$ cat src/rtl/lap_mem_arbiter_pkg.sv
`default_nettype none
// ============================================================================
//  Module      : lap_mem_arbiter_pkg
//  Description : Shared definitions for the lap RAM arbiter. This file holds
//                the FSM state encodings, the requester IDs and the width of
//                the read wait counter.
//  Revision    : 1.0  initial release
// ============================================================================
package lap_mem_arbiter_pkg;

    // FSM state encodings
    localparam logic [1:0] c_ST_IDLE  = 2'd0;
    localparam logic [1:0] c_ST_WRITE = 2'd1;
    localparam logic [1:0] c_ST_READ  = 2'd2;
    localparam logic [1:0] c_ST_DONE  = 2'd3;

    // Requester IDs. These double as bit positions in the two-bit request vector.
    typedef logic gnt_id_t;
    localparam gnt_id_t c_GNT_WR = 1'b0;
    localparam gnt_id_t c_GNT_RD = 1'b1;

    // Width of the read wait counter. It covers RD_LATENCY values up to 15.
    localparam int c_WAIT_W = 4;

endpackage
`default_nettype wire

$ cat src/rtl/lap_mem_arbiter_rr_arb2.sv
`default_nettype none
// ============================================================================
//  Module      : rr_arb2
//  Description : Combinational two-way round-robin pick.
//                A single request wins outright.
//                When both requests are present, the side opposite 'last' wins.
//  Ports       : req[1:0]  requests, indexed by requester ID (0=write, 1=read)
//                last      ID of the side that won the previous tie
//                gnt_id    ID of the chosen requester
//                gnt_valid at least one request is present
//  Revision    : 1.0  initial release
// ============================================================================
module rr_arb2 (
    input  logic [1:0] req,
    input  logic       last,
    output logic       gnt_id,
    output logic       gnt_valid
);
    import lap_mem_arbiter_pkg::*;

    always_comb begin
        gnt_valid = |req;
        gnt_id    = c_GNT_WR;
        if (req == 2'b11) begin
            gnt_id = ~last;
        end else if (req[c_GNT_RD]) begin
            gnt_id = c_GNT_RD;
        end
    end

endmodule
`default_nettype wire

$ cat src/rtl/lap_mem_arbiter.sv
`default_nettype none
// ============================================================================
//  Module      : lap_mem_arbiter
//  Description : Shares the single-port lap RAM between the chronometer
//                control (writes) and the display/recall path (reads).
//                Only one transaction is in flight at a time.
//                Simultaneous requests are resolved round-robin.
//                RAM-side outputs are registered.
//                Completion is signalled by one-cycle ack/done pulses.
//  Ports       : clk, rst                 clock, synchronous active-high reset
//                wr_req/wr_addr_i/wr_data_i  write request, held until wr_ack
//                wr_ack                   write committed (1-cycle pulse)
//                rd_req/rd_addr_i         read request, held until rd_done
//                rd_data_o, rd_done       captured read data, valid pulse
//                busy                     FSM not in IDLE
//                mem_cs/we/addr/wdata     registered RAM controls
//                mem_rdata                RAM read data
//  Revision    : 1.0  initial release
// ============================================================================
module lap_mem_arbiter #(
    parameter int ADDR_SIZE  = 10,
    parameter int DATA_SIZE  = 16,
    parameter int RD_LATENCY = 1
) (
    input  logic                 clk,
    input  logic                 rst,
    input  logic                 wr_req,
    input  logic [ADDR_SIZE-1:0] wr_addr_i,
    input  logic [DATA_SIZE-1:0] wr_data_i,
    output logic                 wr_ack,
    input  logic                 rd_req,
    input  logic [ADDR_SIZE-1:0] rd_addr_i,
    output logic [DATA_SIZE-1:0] rd_data_o,
    output logic                 rd_done,
    output logic                 busy,
    output logic                 mem_cs,
    output logic                 mem_we,
    output logic [ADDR_SIZE-1:0] mem_addr,
    output logic [DATA_SIZE-1:0] mem_wdata,
    input  logic [DATA_SIZE-1:0] mem_rdata
);
    import lap_mem_arbiter_pkg::*;

    // The counter is loaded with RD_LATENCY on entry to READ, so READ lasts
    // RD_LATENCY+1 cycles. The RAM captures the address on the first READ
    // edge, and its data is therefore valid on the last one.
    localparam logic [c_WAIT_W-1:0] c_WAIT_LOAD = c_WAIT_W'(RD_LATENCY);

    logic [1:0]          r_state;
    logic                r_last;
    logic [c_WAIT_W-1:0] r_wait;
    logic [1:0]          w_req;
    logic                w_gnt_id;
    logic                w_gnt_valid;

    assign w_req = {rd_req, wr_req};
    assign busy  = (r_state != c_ST_IDLE);

    rr_arb2 u_rr_arb2 (
        .req       (w_req),
        .last      (r_last),
        .gnt_id    (w_gnt_id),
        .gnt_valid (w_gnt_valid)
    );

    always_ff @(posedge clk) begin
        if (rst) begin
            r_state   <= c_ST_IDLE;
            r_last    <= c_GNT_RD;
            r_wait    <= '0;
            wr_ack    <= 1'b0;
            rd_done   <= 1'b0;
            rd_data_o <= '0;
            mem_cs    <= 1'b0;
            mem_we    <= 1'b0;
            mem_addr  <= '0;
            mem_wdata <= '0;
        end else begin
            wr_ack  <= 1'b0;
            rd_done <= 1'b0;
            case (r_state)
                c_ST_IDLE: begin
                    if (w_gnt_valid) begin
                        // Round-robin history advances on ties only. A lone requester
                        // does not consume the other side's turn.
                        if (w_req == 2'b11) begin
                            r_last <= w_gnt_id;
                        end
                        mem_cs <= 1'b1;
                        if (w_gnt_id == c_GNT_WR) begin
                            mem_we    <= 1'b1;
                            mem_addr  <= wr_addr_i;
                            mem_wdata <= wr_data_i;
                            r_state   <= c_ST_WRITE;
                        end else begin
                            mem_we   <= 1'b0;
                            mem_addr <= rd_addr_i;
                            r_wait   <= c_WAIT_LOAD;
                            r_state  <= c_ST_READ;
                        end
                    end
                end
                c_ST_WRITE: begin
                    mem_cs  <= 1'b0;
                    mem_we  <= 1'b0;
                    wr_ack  <= 1'b1;
                    r_state <= c_ST_DONE;
                end
                c_ST_READ: begin
                    if (r_wait == '0) begin
                        mem_cs    <= 1'b0;
                        rd_data_o <= mem_rdata;
                        rd_done   <= 1'b1;
                        r_state   <= c_ST_DONE;
                    end else begin
                        r_wait <= r_wait - 1'b1;
                    end
                end
                c_ST_DONE: begin
                    // Requests are still high here and must not be resampled.
                    r_state <= c_ST_IDLE;
                end
                default: begin
                    r_state <= c_ST_IDLE;
                end
            endcase
        end
    end

endmodule
`default_nettype wire
$ cat config.mk
export PLATFORM = sky130hd
export DESIGN_NAME = lap_mem_arbiter
export DESIGN_NICKNAME = d
export VERILOG_FILES = /design/src/rtl/lap_mem_arbiter_pkg.sv /design/src/rtl/lap_mem_arbiter_rr_arb2.sv /design/src/rtl/lap_mem_arbiter.sv
export SDC_FILE = /design/constraint.sdc
export NUM_CORES = 1
export LEC_CHECK = 0
export CORE_AREA = 2 2 75 84
export CTS_BUF_LIST = sky130_fd_sc_hd__clkbuf_2
export DETAILED_ROUTE_END_ITERATION = 8
export DIE_AREA = 0 0 77 86
export GPL_TIMING_DRIVEN = 0
export PLACE_DENSITY = 0.84
export SETUP_SLACK_MARGIN = 0.1
export SLEW_MARGIN = 30
export SYNTH_ARGS = -nofsm -noshare
export SYNTH_HDL_FRONTEND = slang
export SYNTH_SLANG_ARGS = --single-unit
$ cat constraint.sdc
create_clock -name clk -period 1.8 [get_ports clk]
set_clock_uncertainty 0.2 [all_clocks]
set_input_delay 0.45 -clock clk [delete_from_list [all_inputs] [get_ports clk]]
set_output_delay 0.45 -clock clk [all_outputs]
set_load 0.05 [all_outputs]
==> impl_metrics.yaml <==
logic_synthesis:
  yosys_warnings: 0
  synth_area_per_cell_um2: 8.508
  synth.distinct_cells: 33
  synthesis.nets: 312
  synth_area_um2: 2127
  ys_ff_latch: 53
  synthesis.instances: 250
  yosysSeqAreaShare_pct: 49.88
sta:
  post-route-period-util_pct: 111.7
  finalCriticalPeriod_ps: 2011
  finalSetupViolCount: 16
  report.final.hold_viol_count: 0
  timing.setup.tns_ps: -1247
  layout_setup_ws_ps: -211.2
  worst_slew_margin_rel_pct: 56.91
  tightest_slew_ps: 646.3
  fmax_mhz: 497.2
  hold_slack_ps: 193.4
  rsz0062_at_grt: "true"
  drv_slew: 0
clock_tree:
  htreeDepth: 2
  numClockSinks: 53
  clockBufferDepth: 2
  cts_tree: "yes"
  cts_buffers: 5
  hold_buffers: 0
  clk_pin_slew_ps: 240
  cts_root_buf: "clkbuf_2"
  clk-insertion-delay-late_ps: 440
critical_path:
  critPathKind: "reg2out"
  cp.arrival_ps: 1360
  cp.required_ps: 1150
  worstSetupEndpointType: "primary output"
  r2r_cells: 7
  crit_path_max_fanout: 3
  worstSetupStartpointType: "flop"
route:
  first_pass_iters: 4
  ant_nets: 0
  drc: 0
  vias: 2391
  finalWirelength_um: 7391
  drtIter0Drc: 102
  wl_per_cell_um: 15.63
  routed_via_density: 5.055
global_route:
  grt_util_all_layers_pct: 20.10
  grt_busiest_layer: "met2"
  grt_util_met2_pct: 38.12
  antenna_found_initial: 0
  grt_pass1_vias: 2253
  overflow: 0
  grt_pass1_wl_um: 10830
  gr-usage-met1_pct: 22.25
  grt_max_degree: 15
  grtUsageMet3_pct: 4.211
floorplan:
  num_rows: 29
  ios: 103
  initial_core_util_pct: 37.10
  fp.dieH_um: 86
  core_area_um2: 5733
  dieArea_um2: 6622
  die_w_um: 77
finish:
  nFillCells: 431
  diodes: 0
  final-seq-area_um2: 1126
  drive_gt1_share_pct: 47.73
  area_growth_pct: 89.12
  multi_input_area_um2: 1134
  nets: 458
place:
  place.port_buffers: 101
  dp_hpwl_um: 4370
  place.gp.congestion: 0.7617
pwr:
  peakVddDrop_mv: 1.007
  leakage_nw: 1.629
  p_per_area_nw_per_um2: 1539
status:
  violations: "negative setup slack"
  status: "complete, but fails checks"
run:
  max_cap_violations: 0
worst_hold_path:
  whs_path_depth: 2
  hp-class: "in2reg"
[power by group]
group | switching [mW] | internal (mW) | leakage [nW]
clock | 0.365 | 0.0902 | 0.0265
sequential | 0.202 | 1.50 | 0.454
combinational | 2.11 | 1.92 | 1.15
[critical path, cell delays in order (launching register included)]
cell	delay, ps
dfxtp_2	410
inv_4	50
ha_4	150
buf_6	120
inv_4	50
buf_8	130
[flip-flops by register name, summed over array words and instances, names as in the netlist]
signal / cells
mem_addr: 10
mem_we: 1
mem_wdata: 16
wr_ack: 1
rd_data_o: 16
mem_cs: 1
r_last: 1
r_state: 2
r_wait: 4
rd_done: 1
[cell usage in the layout (no fill, tap or decap), types with 2 or more instances in the layout]
| cell | Yosys | layout |
|---|---|---|
| dlygate4sd2_1 | 0 | 2 |
| o21ai_1 | 0 | 3 |
| clkdlybuf4s50_1 | 0 | 52 |
| nand2b_1 | 4 | 3 |
| nor3_1 | 4 | 2 |
| buf_4 | 0 | 25 |
| a222oi_1 | 10 | 10 |
| inv_2 | 0 | 2 |
| a21oi_1 | 38 | 27 |
| dfxtp_1 | 53 | 3 |
| buf_8 | 0 | 9 |
| dfxtp_2 | 0 | 49 |
| ha_4 | 0 | 3 |
| clkbuf_2 | 0 | 6 |
| clkbuf_1 | 8 | 6 |
| inv_4 | 0 | 3 |
| buf_6 | 2 | 55 |
| nor3_2 | 0 | 2 |
| nand2_1 | 66 | 64 |
| ha_1 | 6 | 3 |
| buf_12 | 0 | 3 |
| nor2b_1 | 3 | 3 |
| nor2_1 | 17 | 17 |
| nand2_2 | 0 | 2 |
| nor2b_4 | 2 | 2 |
| mux2i_1 | 3 | 2 |
| a21oi_2 | 0 | 11 |
[cells in the mapped netlist]
master      n  share of area [%]
nand2_1    66                 12
o21ai_0     5                1.2
a211oi_1    1               0.35
buf_1       1               0.18
buf_6       2                1.1
ha_1        6                3.5
nor2b_1     3               0.88
mux2i_1     3                1.4
buf_2       6                1.4
or4_1       1               0.35
and2_1      1               0.29
nor3_1      4               0.94
nor3b_1     1               0.35
or2b_2      1               0.41
nand2b_1    4                1.2
a22oi_1     1               0.35
clkbuf_1    8                1.4
a21o_1      1               0.35
xor2_1      1               0.41
nand4_1     1               0.29
nor2b_4     2                1.3
a222oi_1   10                4.7
a21oi_1    38                8.9
nand3_1     2               0.47
or3_1       1               0.29
a2bb2oi_1   1               0.41
and3_1      1               0.29
mux2_2      1               0.53
inv_1       5               0.88
dfxtp_1    53                 50
a21boi_4    1               0.88
nor2_1     17                3.0
or3b_1      1               0.41
[final timing paths]
path | startpoint | endpoint | slack [ps]
hold / removal | rst | wr_ack | 190
setup / recovery | r_state[0] | busy | -210
setup reg to reg | r_state[0] | r_wait[2] | -150
hold reg to reg | rd_data_o[1] | rd_data_o[1] | 280
[final cells by class]
class / count / area share, %
repair buffers: 139 / 36.36
multi-input cells: 176 / 28.18
flip-flops and latches: 53 / 27.99
plain buffers: 16 / 3.577
well taps: 77 / 2.395
clock buffers: 6 / 0.7465
inverters: 5 / 0.6532
clock inverters: 1 / 0.09331
[timing repair]
| item | CTS | global route |
|---|---|---|
| gates resized for setup | 345 | 109 |
| pin swaps | 28 | 36 |
| setup endpoints to repair | 82 | 89 |
| cloned | 3 | 3 |
| setup buffers | 19 | 15 |
| hold endpoints to repair | 0 | 0 |
[logic make-up (layout without fill, tap and decap cells)]
kind of cell / after synthesis / after routing / share of synthesized area [%]
AND/OR/NAND/NOR: 106 / 107 / 22.12
buffers and inverters: 22 / 167 / 4.941
adder cells (fa/ha/maj): 6 / 6 / 3.529
flip-flops: 53 / 53 / 49.88
multiplexers: 4 / 4 / 1.941
XOR/XNOR: 1 / 1 / 0.4118
AO/OA/AOI/OAI: 58 / 58 / 17.18
[stage by stage]
| stage | power (mW) | std cells | setup slack, ps | cell area [µm²] | util, % |
|---|---|---|---|---|---|
| after floorplan | 3.542 | 250 | 85.51 | 2167 | - |
| after global placement | 4.335 | 428 | -513.3 | 3274 | 57.11 |
| after detailed placement | 4.403 | 428 | -554.6 | 3274 | 57.11 |
| after CTS | 5.507 | 457 | -200.6 | 3556 | 62.03 |
| after global routing | 6.492 | 473 | -270.4 | 4023 | 70.17 |
| final | 6.192 | 473 | -211.2 | 4023 | 70.17 |
[layer usage]
layer | part of all wire, % | vias to the layer above
met1 | 40 | 1151
li1 | - | 1145
met4 | 2.1 | 0
met5 | 0 | -
met2 | 54 | 80
met3 | 4.3 | 15
(Power assumes the default switching activity.)
